`config.mk`:
```
export PLATFORM = sky130hd
export DESIGN_NAME = output_arbiter
export DESIGN_NICKNAME = d
export VERILOG_FILES = /design/src/rtl/output_arbiter_pkg.sv /design/src/rtl/output_arbiter_rr_select4.sv /design/src/rtl/output_arbiter.sv
export SDC_FILE = /design/constraint.sdc
export NUM_CORES = 1
export LEC_CHECK = 0
export BUFFER_PORTS_ARGS = -buffer_cell sky130_fd_sc_hd__buf_2
export CAP_MARGIN = 20
export CORE_ASPECT_RATIO = 0.7
export CORE_MARGIN = 4
export CORE_UTILIZATION = 50
export CTS_BUF_LIST = sky130_fd_sc_hd__clkbuf_16
export CTS_CLUSTER_SIZE = 25
export DETAILED_ROUTE_END_ITERATION = 16
export PLACE_DENSITY_LB_ADDON = 0.3
export SLEW_MARGIN = 20
export SYNTH_ARGS = -nofsm -noshare
export SYNTH_HDL_FRONTEND = slang
export SYNTH_HIERARCHICAL = 1
export SYNTH_SLANG_ARGS = --single-unit
```
`constraint.sdc`:
```
create_clock -name clk -period 2.9 [get_ports clk]
set_clock_uncertainty 0.15 [all_clocks]
set_input_delay 0.145 -clock clk [delete_from_list [all_inputs] [get_ports clk]]
set_output_delay 0.145 -clock clk [all_outputs]
set_load 0.01 [all_outputs]
```
`src/rtl/output_arbiter_pkg.sv`:
```
// Shared definitions for the output byte arbiter:
// FSM encoding, header tag and port count.
package output_arbiter_pkg;

  localparam int NUM_PORTS = 4;
  localparam logic [3:0] HDR_TAG = 4'hA;

  typedef enum logic [1:0] {
    IDLE    = 2'd0,
    HEADER  = 2'd1,
    PAYLOAD = 2'd2
  } state_t;

endpackage

```
`src/rtl/output_arbiter_rr_select4.sv`:
```
// Round-robin selector: first set request bit searching
// upward (mod 4) from the pointer.
module rr_select4 (
  input  logic [3:0] req,
  input  logic [1:0] ptr,
  output logic [1:0] winner,
  output logic       valid
);

  logic [1:0] idx;

  // Walk from the farthest offset down so the nearest one wins.
  always_comb begin
    winner = 2'd0;
    valid  = 1'b0;
    idx    = 2'd0;
    for (int i = 3; i >= 0; i--) begin
      idx = ptr + 2'(i);
      if (req[idx]) begin
        winner = idx;
        valid  = 1'b1;
      end
    end
  end

endmodule

```
`src/rtl/output_arbiter.sv`:
```
// Four-port record arbiter feeding one byte sink; each record
// is a tag header followed by REC_LEN payload bytes.
module output_arbiter
  import output_arbiter_pkg::*;
#(
  parameter int REC_LEN0 = 6,
  parameter int REC_LEN1 = 6,
  parameter int REC_LEN2 = 6,
  parameter int REC_LEN3 = 6
) (
  input  logic                   clk,
  input  logic                   reset,
  input  logic [NUM_PORTS-1:0]   port_en,
  input  logic [8*NUM_PORTS-1:0] req_data,
  input  logic [NUM_PORTS-1:0]   req_rdy,
  output logic [NUM_PORTS-1:0]   req_ack,
  output logic [7:0]             out_data,
  output logic                   out_rdy,
  input  logic                   out_ack
);

  state_t     state;
  logic [1:0] rr_ptr;
  logic [1:0] grant;
  logic [7:0] byte_cnt;

  logic [3:0] cand;
  logic [1:0] winner;
  logic       win_valid;
  logic [7:0] rec_len;
  logic [7:0] grant_byte;
  logic       grant_rdy;
  logic       last_byte;

  assign cand = req_rdy & port_en;

  rr_select4 u_sel (
    .req    (cand),
    .ptr    (rr_ptr),
    .winner (winner),
    .valid  (win_valid)
  );

  always_comb begin
    rec_len = 8'(REC_LEN0);
    case (grant)
      2'd1:    rec_len = 8'(REC_LEN1);
      2'd2:    rec_len = 8'(REC_LEN2);
      2'd3:    rec_len = 8'(REC_LEN3);
      default: rec_len = 8'(REC_LEN0);
    endcase
  end

  assign grant_byte = req_data[{grant, 3'b000} +: 8];
  assign grant_rdy  = req_rdy[grant];
  assign last_byte  = (byte_cnt == rec_len - 8'd1);

  always_comb begin
    out_rdy  = 1'b0;
    out_data = 8'h00;
    req_ack  = '0;
    case (state)
      HEADER: begin
        out_rdy  = 1'b1;
        out_data = {HDR_TAG, 2'b00, grant};
      end
      PAYLOAD: begin
        out_rdy        = grant_rdy;
        out_data       = grant_byte;
        req_ack[grant] = out_ack & grant_rdy;
      end
      default: ;
    endcase
  end

  always_ff @(posedge clk or posedge reset) begin
    if (reset) begin
      state    <= IDLE;
      rr_ptr   <= 2'd0;
      grant    <= 2'd0;
      byte_cnt <= 8'd0;
    end else begin
      case (state)
        IDLE: begin
          if (win_valid) begin
            grant <= winner;
            state <= HEADER;
          end
        end
        HEADER: begin
          if (out_ack) begin
            state    <= PAYLOAD;
            byte_cnt <= 8'd0;
          end
        end
        PAYLOAD: begin
          // A stalled source leaves the count and state untouched.
          if (out_ack && grant_rdy) begin
            byte_cnt <= byte_cnt + 8'd1;
            if (last_byte) begin
              state  <= IDLE;
              rr_ptr <= grant + 2'd1;
            end
          end
        end
        default: state <= IDLE;
      endcase
    end
  end

endmodule

```
Yosys cells after proc, flatten, opt, wreduce, memory -nomap -nowiden
Index checks and enable logic that the tools add are counted.
- register bits: 14
- latch bits: 0
- RAM bits: 0
- ROM bits: 0
- output and inout port bits: 13
- logic and storage cells: 65
- memories: 0
- add/subtract/negate cells: 5
- multiply operators: 0
- div/mod/pow operators: 0
- $lt $le $gt $ge: 6
- equal/unequal tests: 7
- shifts and indexed selects: 1
- muxes and demuxes: 31
- bitwise logic cells: 3
- reduce and logical (&&, ||, !) cells: 8
- operator list (cell ; count):
    one-hot mux 8 bit (2 select lines) ; 2
    variable part select 32 x 6 -> 8 bit ; 1
    2-to-1 mux 2 bit ; 8
    2-to-1 mux 8 bit ; 2
    less-than comparator 2 x 3 -> 1 bit, second input constant ; 5
    binary-select mux 1 bit (select 2 bit) ; 5
    2-to-1 mux 1 bit ; 10
    adder 8 x 1 -> 8 bit, second input constant ; 1
    AND 4 bit ; 2
    equality test 8 x 3 -> 1 bit, second input constant ; 1
    inequality test 2 bit, second input constant ; 3
    one-hot mux 2 bit (3 select lines) ; 1
    AND reduction 3 bit ; 2
    adder 2 x 1 -> 2 bit, second input constant ; 2
    adder 2 bit, second input constant ; 2
    2-to-1 mux 4 bit ; 1
    AND reduction 4 bit ; 1
    demux 1 bit (select 2 bit) ; 1
    equality test 2 x 1 -> 1 bit, second input constant ; 1
    equality test 2 bit, second input constant ; 1
    >= comparator 2 x 1 -> 1 bit, second input constant ; 1
    logical AND 1 bit ; 2
    logical NOT 2 bit ; 1
    inequality test 2 x 1 -> 1 bit, second input constant ; 1
    4 further kinds ; 4

Longest topological paths before layout
- word-level depth: 9
- mapped depth: 7
- gate-level depth less buffers: 7

Cells and area by module
Netlist, hierarchy kept.
- modules (own cells, without submodules) (module ; instances ; cells each ; area each (um2) ; sequential area each (um2)):
    output_arbiter ; 1 ; 136 ; 1261.2 ; 350.3
    rr_select4 ; 1 ; 13 ; 77.6 ; 0.0

Worst setup path before layout
Ideal clock, no wire load.
- path type: flip-flop to flip-flop
- start point: register state[0]
- end point: register byte_cnt[6]
- setup time: 0.069 ns
- arrival: 1.779 ns
- required time: 2.681 ns
- setup slack: 0.902 ns
- cell stages (with the launch flop): 8
- path buffers: 1
- cell sequence: dfrtp_1 > inv_1 > ha_1 > clkbuf_1 > and2_1 > nand2_2 > or4_1 > nand3_1
- longest elaborated chain between the ends: 3
- RTL lines (item ; line ; source):
    start, declared ; output_arbiter.sv:22 ; state_t state;
    start signal, assigned ; output_arbiter.sv:78 ; state <= IDLE;
    start signal, assigned ; output_arbiter.sv:87 ; state <= HEADER;
    start signal, assigned ; output_arbiter.sv:92 ; state <= PAYLOAD;
    equality test 2 bit or equality test 2 x 1 -> 1 bit (tied branches) ; output_arbiter.sv:83 ; case (state)
    inequality test 2 bit (no source line) or nonzero test 2 bit (tied branches) ; -- ;
    AND reduction 3 bit (no source line) ; -- ;
    end signal, assigned ; output_arbiter.sv:99 ; byte_cnt <= byte_cnt + 8'd1;
    end, declared ; output_arbiter.sv:25 ; logic [7:0] byte_cnt;
Parallel ways exist; a longest one is shown, timed or not.
A chain may end at the register's enable or synchronous reset.

Final worst setup path
- start point: register grant[1]
- end point: register byte_cnt[5]
- longest elaborated chain between the ends: 5
- RTL lines (item ; line ; source):
    start, declared ; output_arbiter.sv:24 ; logic [1:0] grant;
    start signal, assigned ; output_arbiter.sv:86 ; grant <= winner;
    binary-select mux 1 bit (select 2 bit) ; output_arbiter.sv:55 ; assign grant_rdy = req_rdy[grant];
    2-to-1 mux 1 bit (not written as such) ; output_arbiter.sv:55 ;
    logical AND 1 bit ; output_arbiter.sv:98 ; if (out_ack && grant_rdy) begin
    inequality test 2 bit (no source line) ; -- ;
    AND reduction 3 bit (no source line) ; -- ;
Every way passes these cells. The select of a mux whose other input is x is not followed.

==> impl_metrics.yaml <==
outcome:
  status: "finished clean"
global_route:
  grt_pass1_wl_um: 6270
  grt_pass1_vias: 1346
  overflow: 0
  grt_start_max_net_pins: 15
  grt.total_usage_pct: 22.7
  grt_antenna_before_repair: 0
floorplanning:
  initial_utilization_pct: 53.2
  die_w_um: 69.8
  io_pins: 56
  fp-row-count: 15
  die_y_um: 51.3
  core-area_sq_um: 2510
  die-area_sq_um: 3580
layout:
  antenna_cells: 0
  nets: 262
  layout-area-overhead-vs-synth_pct: 29.9
  drive_gt1_share_pct: 36.9
  fin_util_pct: 69.2
  stdcell_area_sq_um: 1740
synthesis:
  synthXorXnorAreaFrac_pct: 0
  ys_seq_area_share_pct: 26.2
  synth.area.top_cells: "dfrtp_1, mux4_2, ha_1"
  yosys_warnings: 6
  synth_mux_area_share_pct: 19.1
  syn_inst: 149
  async_flop_share_pct: 100
  synth_top_area_cell: "dfrtp_1"
  synth_edf_count: 0
  synth-seq-cells: 14
  synth_top_family_by_area: "simple AND/OR/NAND/NOR gates"
  synth-simple-area-share_pct: 28.2
  synth_ff_type: "dfrtp_1"
  synthTopCellsByCount: "dfrtp_1, nand2_1, ha_1, nor2_1, and2_1"
  synth_cell_types: 33
  synth_compound_area_share_pct: 13.0
  synth_fa_ha_area_share_pct: 10.3
  synth_top_area_share_pct: 26.2
  synth.most_common_cell: "dfrtp_1"
  synth_fp_nets: 203
  syn_avg_cell_area_sq_um: 8.99
  netlist_area_sq_um: 1340
placement:
  gp_congestion: 0.825
  dp_hpwl_um: 3060
  port_buffers: 55
  dp_worst_setup_slack_ns: 0.757
  place_area_sq_um: 1650
detailed_routing:
  wl_per_cell_um: 15.8
  drt_pre_antenna_iters: 4
  wl_met1_um: 1600
  wl_met3_um: 269
  vias: 1372
  wl_met2_um: 1850
  viasPerCell: 5.72
  drt.antenna.violating_nets: 0
  top_layer: "met4"
  drc: 0
  first_iter_violations: 124
  routed_wl_um: 3790
timing:
  fin_crit_sh_pct: 74.7
  slew-limit-headroom_pct: 61.6
  max_freq_ghz: 0.461
  rsz0062_at_grt: "no"
  setup_viol: 0
  final.setup.tns_ns: 0
  final_hold_viol_count: 0
  period_needed_ns: 2.17
  fin_ws_ns: 0.733
  holdWs_ns: 0.112
  tightestPinTransition_ns: 0.576
  drv_slew: 0
clocking:
  htreeDepth: 1
  cts_resized: 0
  numCtsBuffers: 3
  clock_latency_ns: 0.25
  cts_buffer_depth: 2
  cts_sinks: 14
  post_cts_buffers: 0
  cts-root-buf: "clkbuf_16"
  hold_buffers: 1
  cts_tree: "built"
  path_clk_slew_ns: 0.05
hold_path:
  min_delay_path_depth: 4
  whs_endpoint: "state[1]$_DFFE_PP0P_"
  holdCritStartpoint: "out_ack"
  hold_class: "in2reg"
setup_path:
  r2r-start: "grant[1]$_DFFE_PP0P_"
  r2r_setup_slack_ns: 0.73
  cp_max_fo: 13
  crit_arrival_ns: 2.17
  timing.rr.end: "byte_cnt[5]$_DFFE_PP0P_"
  crit_type: "reg2reg"
  worstRegToRegCells: 4
  critPathCaptureType: "flop"
  cp-start-kind: "flop"
  required_ns: 2.90
job:
  cap_violations: 0
power:
  peakVddDrop_mv: 0.412
  p_leak_nw: 0.869
  powerDensity_nw_per_um2: 759
==> layout make-up <==
type,count,area (sq um)
Sequential cell,14,350
Inverter,7,26.3
Tap cell,34,42.5
Clock buffer,3,75.1
Multi-Input combinational cell,124,945
Timing Repair Buffer,58,300
Fill cell,202,776
==> metal layers <==
metal | GRT usage [%] | vias up
li1 | - | 659
met1 | 28.7 | 653
met2 | 37.9 | 54
met3 | 5.30 | 6
met4 | 8.60 | 0
met5 | 0 | -
==> worst max-delay path by stage <==
stage / from / endpoint
after floorplan: state[0]$_DFFE_PP0P_ / byte_cnt[6]$_DFFE_PP0P_
after global placement: state[0]$_DFFE_PP0P_ / byte_cnt[6]$_DFFE_PP0P_
after detailed placement: grant[1]$_DFFE_PP0P_ / byte_cnt[2]$_DFFE_PP0P_
after CTS: grant[1]$_DFFE_PP0P_ / byte_cnt[5]$_DFFE_PP0P_
after global routing: grant[1]$_DFFE_PP0P_ / byte_cnt[5]$_DFFE_PP0P_
final: grant[1]$_DFFE_PP0P_ / byte_cnt[5]$_DFFE_PP0P_
==> cells by family (layout without fill, tap and decap cells) <==
| logic type | count (synthesis) | count (layout) |
|---|---|---|
| AND/OR/NAND/NOR | 69 | 69 |
| AO/OA/AOI/OAI | 28 | 28 |
| multiplexers | 16 | 16 |
| flip-flops | 14 | 14 |
| adder cells (fa/ha/maj) | 11 | 11 |
| buffers and inverters | 11 | 68 |
==> power breakdown <==
| part | leakage [nW] | total [mW] | internal [mW] | switching (mW) |
|---|---|---|---|---|
| sequential | 0.188 | 0.308 | 0.240 | 0.0681 |
| combinational | 0.644 | 0.750 | 0.355 | 0.395 |
| clock | 0.0370 | 0.262 | 0.181 | 0.0818 |
| total | 0.869 | 1.32 | 0.775 | 0.545 |
==> flip-flops by register name (all words and copies together), names as in the netlist <==
| register | flops |
|---|---|
| grant | 2 |
| rr_ptr | 2 |
| state | 2 |
| byte_cnt | 8 |
==> through the flow <==
step / total power, mW / std cells
floorplan: 0.829 / 149
global placement: 1.01 / 236
detailed placement: 1.05 / 236
CTS: 1.32 / 240
global route: 1.43 / 240
finish: 1.32 / 240
==> placed cells by master (no fill, tap or decap), types with 8 or more instances in the layout <==
| cell | count |
|---|---|
| buf_2 | 55 |
| dfrtp_1 | 14 |
| nand2_1 | 12 |
| nor2_1 | 11 |
| ha_1 | 11 |
| and2_1 | 10 |
| and3_1 | 9 |
| a21oi_1 | 8 |
| o21ai_0 | 8 |
==> worst max-delay path, cell delays in order, from the launching register on <==
cell and delay (ns):
dfrtp_1 0.65, mux4_2 0.49, a21oi_1 0.51, o21ai_0 0.18, o31ai_1 0.09
No activity file was read; power rests on OpenSTA's default activity.
